[config.mk]
export PLATFORM = sky130hd
export DESIGN_NAME = mealy_seq_detect
export DESIGN_NICKNAME = d
export VERILOG_FILES = /design/src/rtl/mealy_seq_detect.sv
export SDC_FILE = /design/constraint.sdc
export NUM_CORES = 1
export LEC_CHECK = 0
export BUFFER_PORTS_ARGS = -buffer_cell sky130_fd_sc_hd__buf_2
export CAP_MARGIN = 30
export CORE_MARGIN = 2
export CORE_UTILIZATION = 47
export CTS_CLUSTER_DIAMETER = 150
export CTS_CLUSTER_SIZE = 28
export DETAILED_ROUTE_END_ITERATION = 7
export MAX_ROUTING_LAYER = met4
export PLACE_DENSITY = 0.77
export SLEW_MARGIN = 10
export SYNTH_ARGS = -nofsm -noshare
export SYNTH_HDL_FRONTEND = slang
export SYNTH_SLANG_ARGS = --single-unit
[constraint.sdc]
create_clock -name clk -period 1.55 [get_ports clk]
set_input_delay 0.155 -clock clk [delete_from_list [all_inputs] [get_ports clk]]
set_output_delay 0.155 -clock clk [all_outputs]
set_load 0.02 [all_outputs]
[src/rtl/mealy_seq_detect.sv]
// rtl/mealy_seq_detect.sv - parametrised Mealy serial-pattern detector with saturating match counter
//
// Detects a runtime-loadable PAT_WIDTH-bit pattern on a gated serial input.
// The first bit received is compared against pattern bit PAT_WIDTH-1.
// Matching is overlapping or non-overlapping, selected by overlap_en.
//
// Ports:
//   clk          in   rising-edge clock
//   n_rst        in   asynchronous active-low reset
//   i            in   serial data bit
//   in_valid     in   i is accepted this cycle when high (unless loading)
//   load_pattern in   capture pattern_in, flush history; beats in_valid
//   pattern_in   in   [PAT_WIDTH-1:0] new pattern
//   overlap_en   in   1: overlapping matches, 0: history restarts after a match
//   clear_count  in   synchronous clear of match_count, beats a match
//   o            out  Mealy match flag, combinational from i
//   match_count  out  [CNT_WIDTH-1:0] saturating match count
//   count_sat    out  match_count is all ones

module mealy_seq_detect #(
    parameter int                   PAT_WIDTH     = 4,
    parameter int                   CNT_WIDTH     = 8,
    parameter logic [PAT_WIDTH-1:0] RESET_PATTERN = 4'b1101
) (
    input  logic                 clk,
    input  logic                 n_rst,
    input  logic                 i,
    input  logic                 in_valid,
    input  logic                 load_pattern,
    input  logic [PAT_WIDTH-1:0] pattern_in,
    input  logic                 overlap_en,
    input  logic                 clear_count,
    output logic                 o,
    output logic [CNT_WIDTH-1:0] match_count,
    output logic                 count_sat
);

    // fill counts 0..PAT_WIDTH-1, so $clog2(PAT_WIDTH) bits always suffice
    localparam int FILL_W = (PAT_WIDTH > 2) ? $clog2(PAT_WIDTH) : 1;
    localparam logic [FILL_W-1:0] FILL_MAX = FILL_W'(PAT_WIDTH - 1);

    logic [PAT_WIDTH-1:0] pattern_q, pattern_d;
    logic [PAT_WIDTH-2:0] hist_q, hist_d;
    logic [FILL_W-1:0]    fill_q, fill_d;
    logic [CNT_WIDTH-1:0] count_q, count_d;

    logic                 accept;
    logic [PAT_WIDTH-1:0] window;
    logic                 match;
    logic                 sat;

    assign accept = in_valid & ~load_pattern;
    // Oldest held bit lands in the MSB, matching pattern bit order
    assign window = {hist_q, i};
    assign match  = accept & (fill_q == FILL_MAX) & (window == pattern_q);
    assign sat    = &count_q;

    always_comb begin
        pattern_d = pattern_q;
        hist_d    = hist_q;
        fill_d    = fill_q;
        count_d   = count_q;

        if (load_pattern) begin
            pattern_d = pattern_in;
            hist_d    = '0;
            fill_d    = '0;
        end else if (accept) begin
            if (match && !overlap_en) begin
                hist_d = '0;
                fill_d = '0;
            end else begin
                // Dropping window's MSB shifts the new bit in at hist[0];
                // this form stays legal for PAT_WIDTH == 2
                hist_d = window[PAT_WIDTH-2:0];
                if (fill_q != FILL_MAX) begin
                    fill_d = fill_q + FILL_W'(1);
                end
            end
        end

        if (clear_count) begin
            count_d = '0;
        end else if (match && !sat) begin
            count_d = count_q + CNT_WIDTH'(1);
        end
    end

    always_ff @(posedge clk or negedge n_rst) begin
        if (!n_rst) begin
            pattern_q <= RESET_PATTERN;
            hist_q    <= '0;
            fill_q    <= '0;
            count_q   <= '0;
        end else begin
            pattern_q <= pattern_d;
            hist_q    <= hist_d;
            fill_q    <= fill_d;
            count_q   <= count_d;
        end
    end

    assign o           = match;
    assign match_count = count_q;
    assign count_sat   = sat;

endmodule

==> flow_summary.json, run 1 <==
{
  "max_slew_margin": 0.729,
  "portBuffers": 20,
  "detail-route-antenna-nets": 0,
  "worstHoldStart": "pattern_in[0]",
  "r2r_slack_ns": -0.18,
  "setup_ws_ns": -0.180,
  "overflow": 0,
  "synth_most_common_cell": "dfrtp_1",
  "fin_tns_setup_ns": -1.64,
  "synthTopCellsByArea": "dfrtp_1 37%, dfstp_2 8.3%, mux2_2 5.9%",
  "wl_per_cell_um": 16.3,
  "path_clk_slew_ns": 0.10,
  "place_inst": 153,
  "avgSynthCellArea_um2": 10.4,
  "dp_slack_ns": -0.194,
  "first_pass_iters": 3,
  "h-tree-depth": 1,
  "die_h_um": 49.0,
  "crit_type": "flop to flop",
  "seq_area_frac_synth": 0.450,
  "final_hold_viol_count": 0,
  "via_per_inst": 5.47,
  "netlist.area_leader.share": 0.367,
  "rsz0062_at_grt": "true",
  "cp.arrival_ns": 1.95,
  "finalClockSkew_ns": 0.00124,
  "core_area_um2": 1940,
  "syn2layout_area_growth_pct": 64.7,
  "yosys_warnings": 0,
  "max_freq_ghz": 0.578,
  "cts_buffers": 3,
  "ff2ff_path_depth": 5,
  "cp_slowest_stage_delay_ns": 0.57,
  "multi_input_area_um2": 689,
  "worstPathMaxFanout": 6,
  "antenna_found_initial": 0,
  "die_area_um2": 2400,
  "start_util": 0.491,
  "grt_pass1_wl_um": 4360,
  "cts_tree": "done",
  "die_x_um": 49.0,
  "maxSlewViolCount": 0,
  "finalSetupViolCount": 12,
  "final_nets": 158,
  "end_kind": "flop",
  "holdWs_ns": 0.0942,
  "stdcell_count": 171,
  "clock_path_buffers": 2,
  "p_per_area_nw_per_um2": 607,
  "total_leakage_power_nw": 0.678,
  "grt_max_degree": 18,
  "synth_edf_count": 0,
  "synth_cells": 92,
  "worstPathCellList": "xnor2_2, nand3_4, buf_6, or4_4, a21oi_2",
  "violations": "setup timing",
  "drv_cap": 0,
  "fill_cells": 114,
  "diodes": 0,
  "synthFlopType": "dfrtp_1",
  "drive_above_1_share": 0.632,
  "crit_path_start": "pattern_q[2]",
  "r2r_start": "pattern_q[2]",
  "num_rows": 16,
  "cts_root_buf": "clkbuf_4",
  "hpwlAfterDp_um": 1680,
  "drc": 0,
  "synthTopCellsByCount": "14 x dfrtp_1, 9 x a21oi_1, 6 x nand2_1",
  "status": "finished with violations",
  "crit_path_top_delay_cell": "dfstp_2",
  "vias": 936,
  "async_flop_share": 1.00,
  "final_util": 0.809,
  "grt_pass1_vias": 950,
  "synth_area_um2": 953,
  "max-vdd-ir-drop_uv": 491,
  "min_period_over_period": 1.12,
  "r2r_end": "match_count[3]",
  "tightest_slew_ns": 0.407,
  "hold_class": "input port to flop",
  "ys_seq_elements": 17,
  "finalCriticalPeriod_ns": 1.73,
  "synth_cell_types": 30,
  "holdPathEnd": "pattern_q[0]",
  "crit_family": "simple AND/OR/NAND/NOR gates",
  "routed_wl_um": 2790,
  "clk_latency_ns": 0.28,
  "register_area_um2": 432,
  "clock-sinks": 17,
  "cp_num_buf_inv": 1,
  "grt_usage": 0.243,
  "drt_iter0_drc": 12,
  "start_kind": "flop",
  "synth_top_area_cell": "dfrtp_1",
  "io_pins": 21,
  "synth_nets": 105,
  "min_path_cells": 2,
  "required_ns": 1.77,
  "gp_congestion": 0.825
}
## cells by family (layout without fill, tap and decap cells)
logic type | Yosys count | in the layout | share of synthesized area
AND/OR/NAND/NOR | 34 | 34 | 0.197
adder cells (fa/ha/maj) | 2 | 2 | 0.0262
flip-flops | 17 | 17 | 0.450
buffers and inverters | 7 | 59 | 0.0367
multiplexers | 8 | 8 | 0.0932
XOR/XNOR | 4 | 4 | 0.0564
AO/OA/AOI/OAI | 20 | 20 | 0.140
## sequential cells by signal, indices dropped and copies added, names as in the netlist
name and count:
fill_q 2, hist_q 3, match_count 8, pattern_q 4
## routing by layer
layer  part of all wire  global-route usage
met2               0.57               0.443
met5                  0                   -
met4             0.0043              0.0952
met1               0.40               0.272
met3              0.030              0.0276
## how the worst max path moves through the flow
stage                     slack (ns)  cells after the start              to
after detailed placement       -0.19                      4  match_count[6]
after global placement         -0.17                      4  match_count[6]
after global routing           -0.25                      6  match_count[1]
after floorplan                -0.11                      6  match_count[5]
final                          -0.18                      5  match_count[3]
after CTS                      -0.14                      5  match_count[3]
## worst reg2reg max path, delay by kind of cell (launching register included)
family / cells / cell delay, ns
and+or+nand+nor: 2 / 0.66
DFF: 1 / 0.57
xor gates and xnor gates: 1 / 0.14
buffers and inverters: 1 / 0.15
AOI/OAI and AO/OA: 1 / 0.14
## per-stage QoR
stage          instance area [µm²]  power [W]
2_1_floorplan                  988   0.000562
3_3_place_gp                  1230   0.000615
3_5_place_dp                  1230   0.000622
4_1_cts                       1440   0.000921
5_1_grt                       1570    0.00101
6_report                      1570   0.000953
## final cells by class
cell class | count | share of cell area
sequential | 17 | 0.275
inverter | 3 | 0.00717
clock buffer | 4 | 0.0167
multi-input combinational | 68 | 0.439
tap | 27 | 0.0215
timing repair buffer | 52 | 0.241
## cell usage in the layout, fill, tap and decap left out, types with 4 or more instances in the layout
master / n
mux2_2: 5
dfrtp_1: 12
nand2_1: 5
buf_6: 8
a21oi_1: 4
buf_4: 25
nor2_1: 4
a21oi_2: 5
buf_2: 18
## where the power goes
| group | total (W) | internal, W | switching [W] |
|---|---|---|---|
| clock | 0.000235 | 0.0000999 | 0.000135 |
| sequential | 0.000485 | 0.000467 | 0.0000179 |
| combinational | 0.000232 | 0.000120 | 0.000113 |
| total | 0.000953 | 0.000687 | 0.000266 |
## what timing repair did
| action | in CTS | in global routing |
|---|---|---|
| hold buffers | 1 | 0 |
| buffers inserted | 7 | 6 |
| setup endpoints to repair | 13 | 15 |
| pin swaps | 9 | 6 |
| resized for setup | 28 | 15 |
| endpoints found under the hold margin | 14 | 0 |
(Power assumes the default switching activity.)
==> run 2, diff against run 1 <==
- SKIP_CTS_REPAIR_TIMING: not set -> 1
==> run 2 against run 1 <==
  * The flow still finishes with violations (setup timing)
  * Clock-buffer cell count unchanged
  * Sequential share of layout area is 1.9 points higher
  * Power fell by 4.1%
  * Core utilization down 5.2 points
  * Clock skew fell by 0.00059 ns
  * Hold slack better by 0.0027 ns
  * Highest routed layer unchanged
==> flow_summary.json, run 2 (synthesis gave the netlist of run 1 again) <==
{
  "violations": "setup timing",
  "max_slew_margin": 0.720,
  "clock_path_buffers": 2,
  "cp.arrival_ns": 1.99,
  "wl_per_cell_um": 16.6,
  "grt_pass1_vias": 880,
  "hold_class": "input port to flop",
  "setup_ws_ns": -0.221,
  "switchingPower_w": 0.000246,
  "grt_pass1_wl_um": 3670,
  "maxSlewViolCount": 0,
  "drt_iter0_drc": 20,
  "start_util": 0.491,
  "max-vdd-ir-drop_uv": 504,
  "cp_num_buf_inv": 1,
  "crit_path_top_delay_cell": "dfstp_2",
  "gp_congestion": 0.825,
  "required_ns": 1.77,
  "combPwrFrac": 0.215,
  "diodes": 0,
  "first_pass_iters": 4,
  "drc": 0,
  "total_leakage_power_nw": 0.640,
  "p_clk_frac": 0.254,
  "die_area_um2": 2400,
  "p_per_area_nw_per_um2": 622,
  "finalClockSkew_ns": 0.000652,
  "vias": 944,
  "rsz0062_at_grt": "true",
  "cp_slowest_stage_delay_ns": 0.57,
  "cts_tree": "done",
  "final_util": 0.756,
  "largest_reg_flops": 8,
  "final_nets": 152,
  "clk_latency_ns": 0.28,
  "final_cell_mix": "19 x buf_2, 19 x buf_4, 12 x dfrtp_1, 6 x buf_6",
  "drv_cap": 0,
  "fin_tns_setup_ns": -1.89,
  "place_inst": 153,
  "cts_root_buf": "clkbuf_4",
  "hpwlAfterDp_um": 1680,
  "detail-route-antenna-nets": 0,
  "io_pins": 21,
  "crit_family": "simple AND/OR/NAND/NOR gates",
  "p_total_w": 0.000914,
  "stdcell_count": 165,
  "final_area_um2": 1470,
  "die_x_um": 49.0,
  "core_area_um2": 1940,
  "postPlaceCellArea_um2": 1230,
  "cts_buffers": 3,
  "tightest_slew_ns": 0.415,
  "end_kind": "flop",
  "grt_usage": 0.201,
  "portBuffers": 20,
  "overflow": 0,
  "fill_cells": 143,
  "die_h_um": 49.0,
  "worstPathCellList": "xnor2_2, nand3_4, buf_6, or4_4, a21oi_2",
  "start_kind": "flop",
  "drive_above_1_share": 0.616,
  "p_sw_frac": 0.269,
  "finalCriticalPeriod_ns": 1.77,
  "internal_power_w": 0.000668,
  "grt_max_degree": 18,
  "syn2layout_area_growth_pct": 54.1,
  "status": "finished with violations",
  "path_clk_slew_ns": 0.09,
  "power_frac_seq": 0.531,
  "final_hold_viol_count": 0,
  "min_period_over_period": 1.14,
  "antenna_found_initial": 0,
  "max_freq_ghz": 0.565,
  "clock-sinks": 17,
  "via_per_inst": 5.72,
  "num_rows": 16,
  "crit_type": "flop to flop",
  "worstPathMaxFanout": 7,
  "routed_wl_um": 2740,
  "finalSetupViolCount": 13,
  "h-tree-depth": 1
}
## run 2: changes by cell type in the layout (fill, tap and decap cells not counted), sizes merged
cell / change
buf: -7
o211ai: +1
## run 2: metal layers
layer	up-vias	wire length [µm]	global-route usage
li1	435	-	-
met1	476	1070	0.222
met2	27	1530	0.363
met3	6	108	0.0245
met4	0	27	0.0857
met5	-	0	-
## run 2: worst paths after layout
path	from	to	slack [ns]	cells after the start
setup / recovery	pattern_q[2]	match_count[3]	-0.22	5
max in group asynchronous	n_rst	pattern_q[0]	0.90	2
hold reg to reg	pattern_q[1]	pattern_q[1]	0.56	1
hold / removal	pattern_in[1]	pattern_q[1]	0.1	2
min in group asynchronous	n_rst	match_count[5]	0.33	2
setup reg to reg	pattern_q[2]	match_count[3]	-0.22	5
## run 2: power by group through the flow
stage	combinational, W	clock, W	sequential (W)
after detailed placement	0.000131	0	0.000491
final	0.000196	0.000232	0.000485
after CTS	0.000131	0.000240	0.000483
after global placement	0.000126	0	0.000489
after floorplan	0.0000732	0	0.000489
after global routing	0.000210	0.000266	0.000488
## run 2: final cells by class
cell class,instances,area [µm²],share of cell area
inverter,3,11.3,0.00767
tap,27,33.8,0.0230
multi-input combinational,69,651,0.443
clock buffer,4,26.3,0.0179
timing repair buffer,45,315,0.215
sequential,17,432,0.294
## run 2: through the flow
stage,setup WS [ns],hold slack [ns]
final,-0.221,0.0969
after global routing,-0.281,0.0845
after CTS,-0.284,-0.215
after detailed placement,-0.194,0.103
after global placement,-0.166,0.0947
after floorplan,-0.105,-0.141
==> run 3, diff against run 2 <==
- ABC_CLOCK_PERIOD_IN_PS: not set -> 1550
- CORE_UTILIZATION: 47 -> 50
- CTS_BUF_LIST: not set -> sky130_fd_sc_hd__clkbuf_4
- PLACE_DENSITY: 0.77 -> 0.81
==> run 3 against run 2 <==
  * First-iteration DRC count increased by 120%
  * Die area decreased by 5.5%
  * Highest routed layer unchanged
  * Critical path type unchanged
  * Routed wire length increased by 19%
  * The flow still finishes with violations (setup timing)
  * Critical endpoint unchanged
==> flow_summary.json, run 3 (synthesis gave the netlist of run 1 again) <==
{
  "ff2ff_path_depth": 5,
  "tightest_slew_ns": 0.415,
  "max-vdd-ir-drop_uv": 785,
  "finalClockSkew_ns": 0.00568,
  "fill_cells": 100,
  "final_hold_viol_count": 0,
  "diodes": 0,
  "final_common_cell": "buf_4",
  "total_leakage_power_nw": 0.687,
  "crit_type": "flop to flop",
  "die_h_um": 47.7,
  "die_area_um2": 2270,
  "worstHoldStart": "pattern_in[0]",
  "gp_congestion": 0.834,
  "internal_power_w": 0.000678,
  "io_pins": 21,
  "vias": 1024,
  "final_util": 0.874,
  "cp.arrival_ns": 2.00,
  "min_period_over_period": 1.14,
  "crit_path_top_delay_cell": "dfstp_2",
  "grt_max_degree": 18,
  "maxSlewViolCount": 0,
  "path_clk_slew_ns": 0.10,
  "clk_latency_ns": 0.30,
  "start_util": 0.540,
  "largest_reg_flops": 8,
  "r2r_start": "pattern_q[2]",
  "hpwlAfterDp_um": 1640,
  "rsz0062_at_grt": "true",
  "portBuffers": 20,
  "routed_wl_um": 3260,
  "finalCriticalPeriod_ns": 1.77,
  "syn2layout_area_growth_pct": 61.8,
  "via_per_inst": 6.13,
  "drt_iter0_drc": 44,
  "antenna_found_initial": 0,
  "p_sw_frac": 0.285,
  "core_area_um2": 1760,
  "min_path_cells": 2,
  "required_ns": 1.78,
  "start_kind": "flop",
  "grt_pass1_wl_um": 3310,
  "clock-sinks": 17,
  "violations": "setup timing",
  "die_x_um": 47.7,
  "cts_tree": "done",
  "drc": 0,
  "power_frac_seq": 0.511,
  "hold_class": "input port to flop",
  "worstPathCellList": "xnor2_2, nand3_2, buf_4, or4_1, a21oi_1",
  "overflow": 0,
  "drv_cap": 0,
  "p_per_area_nw_per_um2": 614,
  "status": "finished with violations",
  "p_clk_frac": 0.255,
  "max_freq_ghz": 0.565,
  "detail-route-antenna-nets": 0,
  "grt_usage": 0.220,
  "h-tree-depth": 1,
  "r2r_end": "match_count[3]",
  "wl_per_cell_um": 19.5,
  "r2r_slack_ns": -0.22,
  "setup_ws_ns": -0.219,
  "end_kind": "flop",
  "final_cell_mix": "21 x buf_4, 18 x buf_2, 11 x dfrtp_1, 8 x a21oi_1, 8 x buf_6",
  "cts_root_buf": "clkbuf_4",
  "cts_buffers": 3,
  "cp_slowest_stage_delay_ns": 0.56,
  "grt_pass1_vias": 790,
  "combPwrFrac": 0.234,
  "final_nets": 156,
  "first_pass_iters": 4,
  "finalSetupViolCount": 13,
  "max_slew_margin": 0.722,
  "clock_path_buffers": 2,
  "switchingPower_w": 0.000270,
  "worstPathMaxFanout": 5,
  "dp_slack_ns": -0.202,
  "drive_above_1_share": 0.606,
  "num_rows": 15,
  "holdPathEnd": "pattern_q[0]"
}
## run 3: stage by stage
step / setup TNS, ns / cell area (µm²) / instances / hold slack (ns) / total power, W
floorplan: -0.234 / 988 / 92 / -0.141 / 0.000562
global placement: -0.996 / 1230 / 151 / 0.0992 / 0.000611
detailed placement: -1.56 / 1230 / 151 / 0.0994 / 0.000618
CTS: -2.12 / 1260 / 155 / -0.227 / 0.000855
global route: -2.50 / 1540 / 167 / 0.0823 / 0.000987
finish: -1.78 / 1540 / 167 / 0.0812 / 0.000947
## run 3: worst max path at each step
stage | startpoint | slack [ns] | to | depth (start not counted)
6_report | pattern_q[2] | -0.22 | match_count[3] | 5
5_1_grt | pattern_q[2] | -0.27 | match_count[4] | 5
4_1_cts | pattern_q[2] | -0.30 | o | 5
3_5_place_dp | pattern_q[2] | -0.20 | fill_q[1] | 5
3_3_place_gp | pattern_q[2] | -0.11 | match_count[6] | 4
2_1_floorplan | fill_q[0] | -0.11 | match_count[5] | 6
## run 3: critical path, delay by kind of cell, from the launching register on
kind | cells | cell delay, ns
AOI/OAI and AO/OA | 1 | 0.17
DFF | 1 | 0.56
buffers and inverters | 1 | 0.18
and+or+nand+nor | 2 | 0.67
xor gates and xnor gates | 1 | 0.12
## run 3: cell type report
type / instances / area, µm² / area share
repair buffers: 49 / 368 / 0.238
flip-flops and latches: 17 / 433 / 0.281
well taps: 25 / 31.3 / 0.0203
multi-input cells: 69 / 672 / 0.436
clock inverters: 1 / 5.00 / 0.00324
clock buffers: 3 / 22.5 / 0.0146
inverters: 3 / 11.3 / 0.00730
## run 3: metal layers
metal | up-vias | track usage | wire, µm
li1 | 448 | - | -
met1 | 510 | 0.243 | 1320
met2 | 56 | 0.395 | 1690
met3 | 10 | 0.0340 | 158
met4 | 0 | 0.0811 | 83
met5 | - | - | 0
## run 3: power by group through the flow
stage | clock network [W] | registers [W] | logic (W)
2_1_floorplan | 0 | 0.000489 | 0.0000732
3_3_place_gp | 0 | 0.000489 | 0.000122
3_5_place_dp | 0 | 0.000490 | 0.000128
4_1_cts | 0.000245 | 0.000482 | 0.000128
5_1_grt | 0.000268 | 0.000486 | 0.000233
6_report | 0.000242 | 0.000484 | 0.000221
